### src/rtl/lc330_pkg.sv
// Shared types and constants for the LC330 boot loader.
package lc330_pkg;

    typedef enum logic [2:0] {CNT_HI, CNT_LO, WORD, CHK, RUN, ERR} state_t;

    localparam int unsigned WORD_BYTES = 4;
    localparam int unsigned CNT_BYTES  = 2;

endpackage

### src/rtl/lc330_word_assembler.sv
// Collects MSB-first bytes into 32-bit words; flags the byte that completes a word.
module lc330_word_assembler
    import lc330_pkg::*;
(
    input  logic        clk,
    input  logic        rst,
    input  logic        i_en,
    input  logic [7:0]  i_byte,
    output logic        o_word_ready,
    output logic [31:0] o_word
);

    localparam int unsigned IDX_W = $clog2(WORD_BYTES);

    logic [IDX_W-1:0] r_idx;
    logic [23:0]      r_shift;

    // The completed word includes the byte arriving on this transfer.
    assign o_word_ready = i_en && (r_idx == IDX_W'(WORD_BYTES - 1));
    assign o_word       = {r_shift, i_byte};

    always_ff @(posedge clk or posedge rst) begin
        if (rst) begin
            r_idx   <= '0;
            r_shift <= '0;
        end else if (i_en) begin
            r_idx   <= o_word_ready ? '0 : r_idx + 1'b1;
            r_shift <= {r_shift[15:0], i_byte};
        end
    end

endmodule

### src/rtl/lc330_boot_loader.sv
// Byte-stream boot loader: writes counted big-endian words to instruction memory,
// verifies an XOR checksum and then releases the processor reset.
module lc330_boot_loader
    import lc330_pkg::*;
#(
    parameter int unsigned DEPTH  = 256,
    parameter int unsigned ADDR_W = 8
) (
    input  logic              clk,
    input  logic              rst,
    input  logic [7:0]        i_rx_data,
    input  logic              i_rx_valid,
    output logic              o_rx_ready,
    output logic              o_imem_we,
    output logic [ADDR_W-1:0] o_imem_addr,
    output logic [31:0]       o_imem_wdata,
    output logic              o_cpu_rst,
    output logic              o_done,
    output logic              o_err
);

    state_t      r_state, w_state_next;
    logic        r_live;
    logic [7:0]  r_cnt_hi;
    logic [15:0] r_count;
    logic [15:0] r_widx;
    logic [7:0]  r_xor;

    logic        w_xfer;
    logic [15:0] w_count;
    logic        w_oversize;
    logic        w_last_word;
    logic        w_word_ready;
    logic [31:0] w_word;

    assign w_xfer      = i_rx_valid && o_rx_ready;
    assign w_count     = {r_cnt_hi, i_rx_data};
    assign w_oversize  = 32'(w_count) > DEPTH;
    assign w_last_word = (r_widx + 16'd1) == r_count;

    lc330_word_assembler u_word_assembler (
        .clk          (clk),
        .rst          (rst),
        .i_en         (w_xfer && (r_state == WORD)),
        .i_byte       (i_rx_data),
        .o_word_ready (w_word_ready),
        .o_word       (w_word)
    );

    always_ff @(posedge clk or posedge rst) begin
        if (rst) begin
            r_state <= CNT_HI;
        end else begin
            r_state <= w_state_next;
        end
    end

    always_comb begin
        w_state_next = r_state;
        case (r_state)
            CNT_HI: if (w_xfer) w_state_next = CNT_LO;
            CNT_LO: begin
                if (w_xfer) begin
                    if (w_oversize)          w_state_next = ERR;
                    else if (w_count == '0)  w_state_next = CHK;
                    else                     w_state_next = WORD;
                end
            end
            WORD:   if (w_word_ready && w_last_word) w_state_next = CHK;
            CHK:    if (w_xfer) w_state_next = (i_rx_data == r_xor) ? RUN : ERR;
            default: w_state_next = r_state;
        endcase
    end

    // r_live holds ready low until the first edge after reset is released.
    always_comb begin
        o_rx_ready = r_live && (r_state inside {CNT_HI, CNT_LO, WORD, CHK});
    end

    always_ff @(posedge clk or posedge rst) begin
        if (rst) begin
            r_live       <= 1'b0;
            r_cnt_hi     <= '0;
            r_count      <= '0;
            r_widx       <= '0;
            r_xor        <= '0;
            o_imem_we    <= 1'b0;
            o_imem_addr  <= '0;
            o_imem_wdata <= '0;
            o_cpu_rst    <= 1'b1;
            o_done       <= 1'b0;
            o_err        <= 1'b0;
        end else begin
            r_live    <= 1'b1;
            o_imem_we <= w_word_ready;
            if (w_xfer && (r_state == CNT_HI)) r_cnt_hi <= i_rx_data;
            if (w_xfer && (r_state == CNT_LO)) r_count  <= w_count;
            if (w_xfer && (r_state != CHK))    r_xor    <= r_xor ^ i_rx_data;
            if (w_word_ready) begin
                o_imem_addr  <= r_widx[ADDR_W-1:0];
                o_imem_wdata <= w_word;
                r_widx       <= r_widx + 16'd1;
            end
            o_cpu_rst <= (w_state_next != RUN);
            o_done    <= (w_state_next == RUN);
            o_err     <= (w_state_next == ERR);
        end
    end

endmodule

### config.mk
export PLATFORM = sky130hd
export DESIGN_NAME = lc330_boot_loader
export DESIGN_NICKNAME = d
export VERILOG_FILES = /design/src/rtl/lc330_pkg.sv /design/src/rtl/lc330_word_assembler.sv /design/src/rtl/lc330_boot_loader.sv
export SDC_FILE = /design/constraint.sdc
export NUM_CORES = 1
export LEC_CHECK = 0
export CORE_MARGIN = 2
export CORE_UTILIZATION = 56
export CTS_CLUSTER_DIAMETER = 100
export DETAILED_ROUTE_END_ITERATION = 8
export PLACE_DENSITY = 0.79
export SKIP_LAST_GASP = 1
export SLEW_MARGIN = 20
export SYNTH_ARGS = -nofsm -noshare
export SYNTH_HDL_FRONTEND = slang
export SYNTH_SLANG_ARGS = --single-unit
export TNS_END_PERCENT = 1
### constraint.sdc
create_clock -name clk -period 6.05 [get_ports clk]
set_clock_uncertainty 0.05 [all_clocks]
set_input_delay 1.815 -clock clk [delete_from_list [all_inputs] [get_ports clk]]
set_output_delay 1.815 -clock clk [all_outputs]
set_load 0.05 [all_outputs]
**Yosys cells after proc, flatten, opt, wreduce, memory -nomap -nowiden**

Cells that the tools add are included.

- Register bits after elaboration: 122
- Word-level logic and storage cells: 48

- Reduce and logical (&&, ||, !) cells: 11
- Magnitude comparators: 1
- Bitwise logic cells: 1
- Multiplexer cells: 9
- Add/subtract/negate cells: 2
- Equality and inequality tests: 10

Operator list:

| kind | number |
|---|---|
| 16-bit by 1-bit adder with 16-bit output, second input constant | 1 |
| 16-bit == test | 1 |
| 16-bit by 9-bit greater-than comparator with 1-bit output, second input constant | 1 |
| 16-bit logical NOT | 1 |
| 3-bit two-way mux | 5 |
| 3-bit one-hot mux with 4 select lines | 1 |
| 8-bit == test | 1 |
| 1-bit logical AND | 8 |
| 8-bit bitwise XOR | 1 |
| 3-bit by 2-bit == test with 1-bit output, second input constant | 2 |
| 3-bit == test, second input constant | 2 |
| 4-bit nonzero test | 1 |
| 3-bit by 1-bit == test with 1-bit output, second input constant | 1 |
| 3-bit logical NOT | 1 |
| 3-bit by 2-bit != test with 1-bit output, second input constant | 1 |
| 3-bit != test, second input constant | 1 |
| 2-bit by 1-bit adder with 2-bit output, second input constant | 1 |
| 2-bit == test, second input constant | 1 |
| 1-bit two-way mux | 2 |
| 2-bit two-way mux | 1 |

**Longest topological paths before layout**

Gate-level depths: netlist of run 1.

- Depth in word-level cells: 10
- Depth in mapped cells: 8

**Modules after synthesis**

A second synthesis of run 1 with hierarchy kept.

- Cell total of the unflattened synthesis: 405
- Area total of the unflattened synthesis: 5517.8 µm²

By module, submodules not included:

| module | times used | area each (µm²) | cells an instance |
|---|---|---|---|
| lc330_boot_loader | 1 | 4365.4 | 338 |
| lc330_word_assembler | 1 | 1152.4 | 67 |

**Worst setup path before layout of run 1**

OpenSTA, ideal clock, no wires.

- Kind: input to register
- From: in i_rx_data[4]
- To: reg o_done
- Arrival time: 3220 ps
- Slack: 2713 ps
- Stages on the path: 6
- Path buffers: 0
- Data required time: 5933 ps
- Setup time: 67 ps
- Cell sequence: or4_1 > o21a_1 > o41ai_1 > o21ai_1 > o21ai_1 > and3_1

- Longest elaborated chain between the ends: 6

RTL lines:

| element | line | source |
|---|---|---|
| from (decl) | lc330_boot_loader.sv:11 | `input logic [7:0] i_rx_data,` |
| branches (longest 4 deep; another with 16-bit by 9-bit greater-than comparator with 1-bit output) | n/a |  |
| 3-bit one-hot mux with 4 select lines * | lc330_boot_loader.sv:60 | `case (r_state)` |
| 3-bit == test * | lc330_boot_loader.sv:105 | `o_done <= (w_state_next == RUN);` |
| to (signal assigned) | lc330_boot_loader.sv:105 |  |
| to (decl) | lc330_boot_loader.sv:18 | `output logic o_done,` |

Mark *: on every way between the ends.
A chain may end at the register's enable or synchronous reset.

**Final worst setup path of run 1**

- From: reg r_state[2]
- To: out o_rx_ready

- Longest elaborated chain between the ends: 3

RTL lines:

| element | line | source |
|---|---|---|
| from (decl) | lc330_boot_loader.sv:22 | `state_t r_state, w_state_next;` |
| from (signal assigned) | lc330_boot_loader.sv:54 | `r_state <= w_state_next;` |
| 3-bit by 1-bit == test with 1-bit output, or another cell as far along | lc330_boot_loader.sv:77 | `o_rx_ready = r_live && (r_state inside {CNT_HI, CNT_LO, WORD, CHK});` |
| 4-bit nonzero test * | lc330_boot_loader.sv:77 |  |
| 1-bit logical AND * | lc330_boot_loader.sv:77 |  |
| to (decl) | lc330_boot_loader.sv:13 | `output logic o_rx_ready,` |

Every way passes the cells marked *; elsewhere a longest branch is shown, timed or not.

==> results of run 1 <==
[synth_stat cells, drive strengths merged]
cell     count
nor4b        1
mux2        50
inv          8
nor3b        1
conb         1
dfrtp      121
nand2      142
and2         1
o311ai       2
nor2        12
or2          1
nor3         7
nor4         2
a21oi        3
and3         2
xor2        11
xnor2       45
nand3b       2
a31oi        2
o41ai        1
o21a         1
ha           2
mux2i        1
o21ai       13
nand4        9
nand3       11
o21bai       1
dfstp        1
buf          9
o221ai       1
clkbuf      13
or3          2
nor2b        3
or4          3
o2111ai      1
[worst max path at each step]
stage | startpoint | end | slack [ns]
floorplan | rst | o_done$_DFF_PP0_ | 0.94
global placement | i_rx_valid | r_widx[9]$_DFFE_PP0P_ | 1.87
detailed placement | i_rx_valid | r_widx[11]$_DFFE_PP0P_ | 1.76
CTS | r_state[2]$_DFF_PP0_ | o_rx_ready | 2.26
global route | i_rx_valid | r_widx[11]$_DFFE_PP0P_ | 2.12
finish | r_state[2]$_DFF_PP0_ | o_rx_ready | 2.28
[kinds of logic after synthesis]
logic type,share of synthesized area (%)
muxes,10.83
buffers and inverters,2.364
other,0.07085
xor gates and xnor gates,9.267
AOI/OAI and AO/OA,2.861
and+or+nand+nor,16.43
adders and majority gates,0.4727
DFF,57.71
[power by group]
group | leakage, uW | internal (uW) | switching, uW
clock | 0.000252 | 521 | 387
sequential | 0.00168 | 817 | 0.333
combinational | 0.00119 | 9.19 | 24.5
total | 0.00313 | 1350 | 412
[worst max-delay path: cells and delay by family (launching register included)]
| family | cells | cell delay [ns] |
|---|---|---|
| buf+inv | 1 | 0.81 |
| flops | 1 | 0.44 |
| simple gates | 1 | 0.14 |
[metrics by stage]
| step | area [um^2] | hold slack (ns) | std cells | setup WS, ns | power, uW |
|---|---|---|---|---|---|
| floorplan | 5293 | 0.3848 | 486 | 0.9441 | 847.2 |
| global placement | 5927 | 0.4111 | 635 | 1.866 | 865.8 |
| detailed placement | 5927 | 0.4046 | 635 | 1.763 | 866.6 |
| CTS | 6470 | 0.4276 | 667 | 2.257 | 1770 |
| global route | 6470 | 0.4474 | 667 | 2.117 | 1820 |
| finish | 6470 | 0.4235 | 667 | 2.283 | 1758 |
[sequential cells by signal, summed over array words and instances (netlist names), 2 cells and up]
register / count
r_xor: 8
u_word_assembler.r_idx: 2
o_imem_addr: 8
r_state: 3
u_word_assembler.r_shift: 24
r_cnt_hi: 8
o_imem_wdata: 32
r_widx: 16
r_count: 16
[routing by layer]
layer	wire length [um]	GRT usage [%]
met5	0	0
met4	121	8.316
met3	418	6.418
met2	5245	35.15
met1	5015	31.88
[cell type report]
cell class	instances	area share [%]
flip-flops and latches	122	47.21
clock inverters	14	1.779
multi-input cells	334	32.66
inverters	8	0.5028
repair buffers	60	9.089
well taps	111	2.147
clock buffers	18	6.614
==> metrics.md, run 1 <==
| Metric | Value |
|---|---|
| Status | `finished, final reports clean` |
| Most common cell after layout, fill and taps aside | `sky130_fd_sc_hd__nand2_1` |
| DRC violations left | `0` |
| Max cap viols | `0` |
| Initial core utilization | `57.55%` |
| RD Place Congestion | `0.7936` |
| Min cycle time layout | `3.767 ns` |
| Final routed wire length divided by cell count | `16.19 um` |
| CP Max Fanout | `6` |
| Crit-path max cell delay | `0.81 ns` |
| Number of routed nets with antenna violations | `0` |
| Ratio of cells with drive above 1 in the final layout | `16.91%` |
| Critical path's slowest cell | `sky130_fd_sc_hd__clkdlybuf4s50_1` |
| Clock buffer count from CTS | `17` |
| Fill cell instance count of the final layout | `650` |
| Syn_nets | `499` |
| Fmax | `265.4 MHz` |
| Port Buf Inserts | `55` |
| Area of all sequential standard cells | `3054 um^2` |
| Number of nets in the layout | `556` |
| Overall die width | `101.2 um` |
| Number of synthesized register bits | `122` |
| Area fraction of the dominant cell type after synthesis | `57.21%` |
| Global Route Usage Sum | `22.97%` |
| Type of the setup path with the least slack | `reg -> out` |
| Count of vias placed by the detailed router | `3610` |
| Count of cell types in the netlist | `41` |
| Global-route wire length before repair | `17.90 mm` |
| Register-to-register path setup slack | `3.42 ns` |
| Max-slew violation count | `0` |
| Die Footprint | `10240 um^2` |
| Area growth from synthesis to layout | `22.25%` |
| Worst-Margin Slew | `0.7113 ns` |
| Total Routed Length | `10.80 mm` |
| Initial antenna violation count | `0` |
| Site Rows | `35` |
| R2r worst-path depth | `7` |
| Clock sink total | `122` |
| Number of hold-repair buffers added at the cts stage | `0` |
| Top library cells by usage in the layout, fill and taps aside | `141 x sky130_fd_sc_hd__nand2_1, 121 x sky130_fd_sc_hd__dfrtp_1, 55 x sky130_fd_sc_hd__clkdlybuf4s50_1, 50 x sky130_fd_sc_hd__mux2_2, 45 x sky130_fd_sc_hd__xnor2_1` |
| Mean cell area of the mapped netlist | `10.89 um^2` |
| Clock root buffer | `sky130_fd_sc_hd__clkbuf_8` |
| Leak | `0.003125 uW` |
| Maximum number of pins on one net before global-route repair | `54` |
| Number of failing hold endpoints at the final stage | `0` |
| Final setup violation count | `0` |
| CTS tree | `built` |
| Critical R2R Capture | `r_state[0]$_DFF_PP0_` |
| Post-CTS clock slew at the launch and capture registers of the worst setup and hold paths | `0.06 ns` |
| Setup repair after global routing missed its margin | `no` |
| CTS H-Tree Depth | `4` |
| Post-synth top area cell | `sky130_fd_sc_hd__dfrtp_1` |
| Max IR drop VDD | `0.0001933 V` |
| Cells after synthesis | `486` |
| Mean number of vias per cell | `5.412` |
| Placeable core region | `9196 um^2` |
| Clock latency on the worst-skew pair | `0.51 ns` |
| Biggest area contributors in the synthesized netlist | `sky130_fd_sc_hd__dfrtp_1 57%, sky130_fd_sc_hd__mux2_2 11%, sky130_fd_sc_hd__nand2_1 10%` |
| Number of iterations in the first detailed-routing pass | `4` |
| Total power density per cell area | `271.7 nW/um^2` |
| Area of the multi-input gates | `2113 um^2` |
| Worst Hold Class | `reg -> reg` |
| Worst Path Required | `4.18 ns` |
| WHS Endpoint | `o_imem_wdata[28]$_DFFE_PP0P_` |
| Count of pins on the block boundary | `56` |
| Maximum clock path buffer count | `2` |
| Dpl hpwl | `6.866 mm` |
| Number of setup buffers added after CTS | `0` |
| Relative slew slack | `52.58%` |
| Launch instance of the worst min-delay path | `o_imem_wdata[28]$_DFFE_PP0P_` |
| Worst EP arrival | `1.90 ns` |
| Number of cells traversed by the worst hold path | `2` |
| Antenna Diode Count | `0` |
| Final core utilization | `70.35%` |
| RR Startpoint | `r_widx[0]$_DFFE_PP0P_` |
| Summed instance area of the synthesized netlist | `5293 um^2` |
| Sum of overflow across all layers after global routing | `0` |
| Warnings, synthesis | `0` |
| Height of the die | `101.2 um` |
| CTS resizes | `0` |
| Number of global-route vias before repair | `3547` |
| Portion of the clock cycle consumed by the worst path in the final layout | `62.27%` |
| Share of the yosys chip area belonging to registers | `57.71%` |
| Cell chain of the critical path | `nor2b_1 > clkdlybuf4s50_1` |
| Detailed Route Iter0 Violations | `174` |
| Startpoint types | `flop` |
| Kind of end point of the critical path | `primary output` |
| Total Neg Setup Slack | `0 ns` |
(Power assumes the default switching activity.)
==> run 2, diff against run 1 <==
- CORE_UTILIZATION: 56 -> 51
- PLACE_DENSITY: 0.79 -> 0.76
- clock period: 6.05 -> 3.2 ns (I/O delays scaled with it)
==> run 2 against run 1 <==
Global-route usage down 2.0 points. Routed wire length up 1.9%. Non-clock buffer count up 11. Critical path depth unchanged. Combinational power up 130%. Register-to-register slack worse by 2.9 ns. Count of clock-buffer cells in the layout up 1. Sequential cell count unchanged. Core utilization down 4.6 points. Die area up 9.4%. Largest power group unchanged. Highest routed layer unchanged.
==> metrics.md, run 2 (synthesis results as in run 1) <==
| Metric | Value |
|---|---|
| Worst Hold Class | `reg -> reg` |
| Placeable core region | `10180 um^2 (+11%)` |
| Global Route Usage Sum | `21.01% (-2.0 points)` |
| Number of global-route vias before repair | `3740 (+5.4%)` |
| Max reg flops | `32 (unchanged)` |
| Power consumption | `3632 uW (+110%)` |
| Type of the setup path with the least slack | `reg -> out` |
| P_int | `2883 uW (+110%)` |
| Clock sink total | `122 (unchanged)` |
| CTS resizes | `0 (unchanged)` |
| Relative slew slack | `50.48% (-2.1 points)` |
| CTS H-Tree Depth | `4 (unchanged)` |
| Fraction of power consumed by the clock network | `55.3% (+3.7 points)` |
| Worst EP arrival | `1.91 ns (about the same)` |
| Worst-Margin Slew | `0.7427 ns (+0.03138 ns)` |
| Clock latency on the worst-skew pair | `0.51 ns (about the same)` |
| DRC violations left | `0 (unchanged)` |
| Die Footprint | `11210 um^2 (+9.4%)` |
| Kind of end point of the critical path | `primary output` |
| Max cap viols | `0 (unchanged)` |
| Portion of the clock cycle consumed by the worst path in the final layout | `91.28%` |
| Number of failing hold endpoints at the final stage | `0 (unchanged)` |
| Total Routed Length | `11.00 mm (+1.9%)` |
| Number of hold-repair buffers added at the cts stage | `0 (unchanged)` |
| Final routed wire length divided by cell count | `15.65 um (-3.3%)` |
| RD Place Congestion | `0.8134 (+2.5%)` |
| Number of routed nets with antenna violations | `0 (unchanged)` |
| Number of setup buffers added after CTS | `0 (unchanged)` |
| Clock root buffer | `sky130_fd_sc_hd__clkbuf_8` |
| Clock buffer count from CTS | `17 (unchanged)` |
| Maximum clock path buffer count | `2 (unchanged)` |
| Max-slew violation count | `0 (unchanged)` |
| Global-route wire length before repair | `18.27 mm (+2.1%)` |
| Sum of overflow across all layers after global routing | `0 (unchanged)` |
| Total Neg Setup Slack | `0 ns (unchanged)` |
| Post-route non-filler standard cell count | `703 (+5.4%)` |
| Dpl hpwl | `7.185 mm (+4.6%)` |
| Min cycle time layout | `2.921 ns` |
| Wire length on met1 | `4.983 mm (-0.64%)` |
| Leak | `0.003228 uW (+3.3%)` |
| Max IR drop VDD | `0.0004816 V (+150%)` |
| Met2 routed WL | `5.520 mm (+5.2%)` |
| Worst-case hold slack | `0.4149 ns (-0.008601 ns)` |
| Post-CTS clock slew at the launch and capture registers of the worst setup and hold paths | `0.06 ns (about the same)` |
| Sequential Power Share | `42.5% (-4.0 points)` |
| Top reg by flops | `o_imem_wdata` |
| Status | `finished, final reports clean` |
| Initial core utilization | `51.97% (-5.6 points)` |
| Initial antenna violation count | `0 (unchanged)` |
| Number of iterations in the first detailed-routing pass | `4 (unchanged)` |
| CP Max Fanout | `6 (unchanged)` |
| Ratio of cells with drive above 1 in the final layout | `18.52% (+1.6 points)` |
| DP Cell Count | `671 (+5.7%)` |
| Net switching power | `748.9 uW (+82%)` |
| Most common cell after layout, fill and taps aside | `sky130_fd_sc_hd__nand2_1` |
| Fmax | `342.4 MHz` |
| Highest Signal Layer | `met4` |
| Detailed Route Iter0 Violations | `152 (-13%)` |
| Setup repair after global routing missed its margin | `no` |
| Fill cell instance count of the final layout | `762 (+17%)` |
| Mean number of vias per cell | `5.232 (-3.3%)` |
| Overall die width | `105.9 um (+4.6%)` |
| Height of the die | `105.9 um (+4.6%)` |
| Count of pins on the block boundary | `56 (unchanged)` |
| Biggest regs | `o_imem_wdata: 32 flops, u_word_assembler.r_shift: 24 flops` |
| Site Rows | `37 (+5.7%)` |
| Startpoint types | `flop` |
| Total power density per cell area | `542.1 nW/um^2 (+99%)` |
| Switching fraction of total power | `20.62% (-2.8 points)` |
| Worst Path Required | `2.19 ns (-1.99 ns)` |
| Top library cells by usage in the layout, fill and taps aside | `141 x sky130_fd_sc_hd__nand2_1, 121 x sky130_fd_sc_hd__dfrtp_1, 55 x sky130_fd_sc_hd__clkdlybuf4s50_1, 50 x sky130_fd_sc_hd__mux2_2, 45 x sky130_fd_sc_hd__xnor2_1` |
| Antenna Diode Count | `0 (unchanged)` |
| Maximum number of pins on one net before global-route repair | `73 (+35%)` |
| Port Buf Inserts | `55 (unchanged)` |
| Wire length on met3 | `343 um (-18%)` |
| Count of vias placed by the detailed router | `3678 (+1.9%)` |
| CTS tree | `built` |
| Final setup violation count | `0 (unchanged)` |
| Logic gate share of total power | `2.1% (+0.2 points)` |
| Area growth from synthesis to layout | `26.57%` |
| Number of nets in the layout | `567 (+2.0%)` |
| Final core utilization | `65.77% (-4.6 points)` |
==> run 2: changes by cell type in the layout (fill, tap and decap cells not counted), sizes merged <==
cell    change
inv         -3
clkinv      -2
buf        +11
bufinv      +4
clkbuf      +1
==> run 2: cell type report <==
type / count / area [um^2] / share of cell area (%)
Clock buffer: 19 / 441.7 / 6.593
Clock inverter: 13 / 190.2 / 2.839
Inverter: 8 / 33.78 / 0.5043
Multi-Input combinational cell: 334 / 2113 / 31.55
Sequential cell: 122 / 3054 / 45.59
Tap cell: 136 / 170.2 / 2.540
Timing Repair Buffer: 71 / 695.7 / 10.38
==> run 2: path summary, 6_finish.rpt <==
| check | end | start | slack [ns] | depth (start not counted) |
|---|---|---|---|---|
| setup / recovery | o_rx_ready | r_state[2]$_DFF_PP0_ | 0.28 | 2 |
| min in group asynchronous | o_imem_wdata[30]$_DFFE_PP0P_ | rst | 0.84 | 3 |
| hold reg to reg | o_imem_wdata[31]$_DFFE_PP0P_ | u_word_assembler.r_shift[23]$_DFFE_PP0P_ | 0.41 | 2 |
| setup reg to reg | r_state[0]$_DFF_PP0_ | r_widx[0]$_DFFE_PP0P_ | 0.55 | 7 |
| max in group asynchronous | o_cpu_rst$_DFF_PP1_ | rst | 1.87 | 3 |
| hold / removal | o_imem_wdata[31]$_DFFE_PP0P_ | u_word_assembler.r_shift[23]$_DFFE_PP0P_ | 0.41 | 2 |
==> run 2: through the flow <==
step / cell area [um^2] / setup slack (ns)
4_1_cts: 6699 / 0.2521
2_1_floorplan: 5296 / 0.6935
3_3_place_gp: 6067 / 0.1735
5_1_grt: 6699 / 0.1974
3_5_place_dp: 6067 / 0.1071
6_report: 6699 / 0.2791
==> run 2: critical path, cell delays in order (launching register included) <==
cell and delay, ns:
sky130_fd_sc_hd__dfrtp_1 0.45, sky130_fd_sc_hd__nor2b_1 0.15, sky130_fd_sc_hd__clkdlybuf4s50_1 0.81
==> run 2: power by group through the flow <==
stage	logic [uW]	registers [uW]	clock network, uW
finish	77.4	1540	2010
global placement	77.2	1570	0
CTS	79.4	1540	2030
global route	86.4	1540	2100
detailed placement	79.1	1570	0
floorplan	29.8	1570	0
==> run 2: layer usage <==
metal | vias up | track usage (%)
met5 | - | 0
met4 | 0 | 7.425
met3 | 18 | 4.824
met2 | 81 | 35.02
met1 | 1840 | 27.07
li1 | 1739 | -
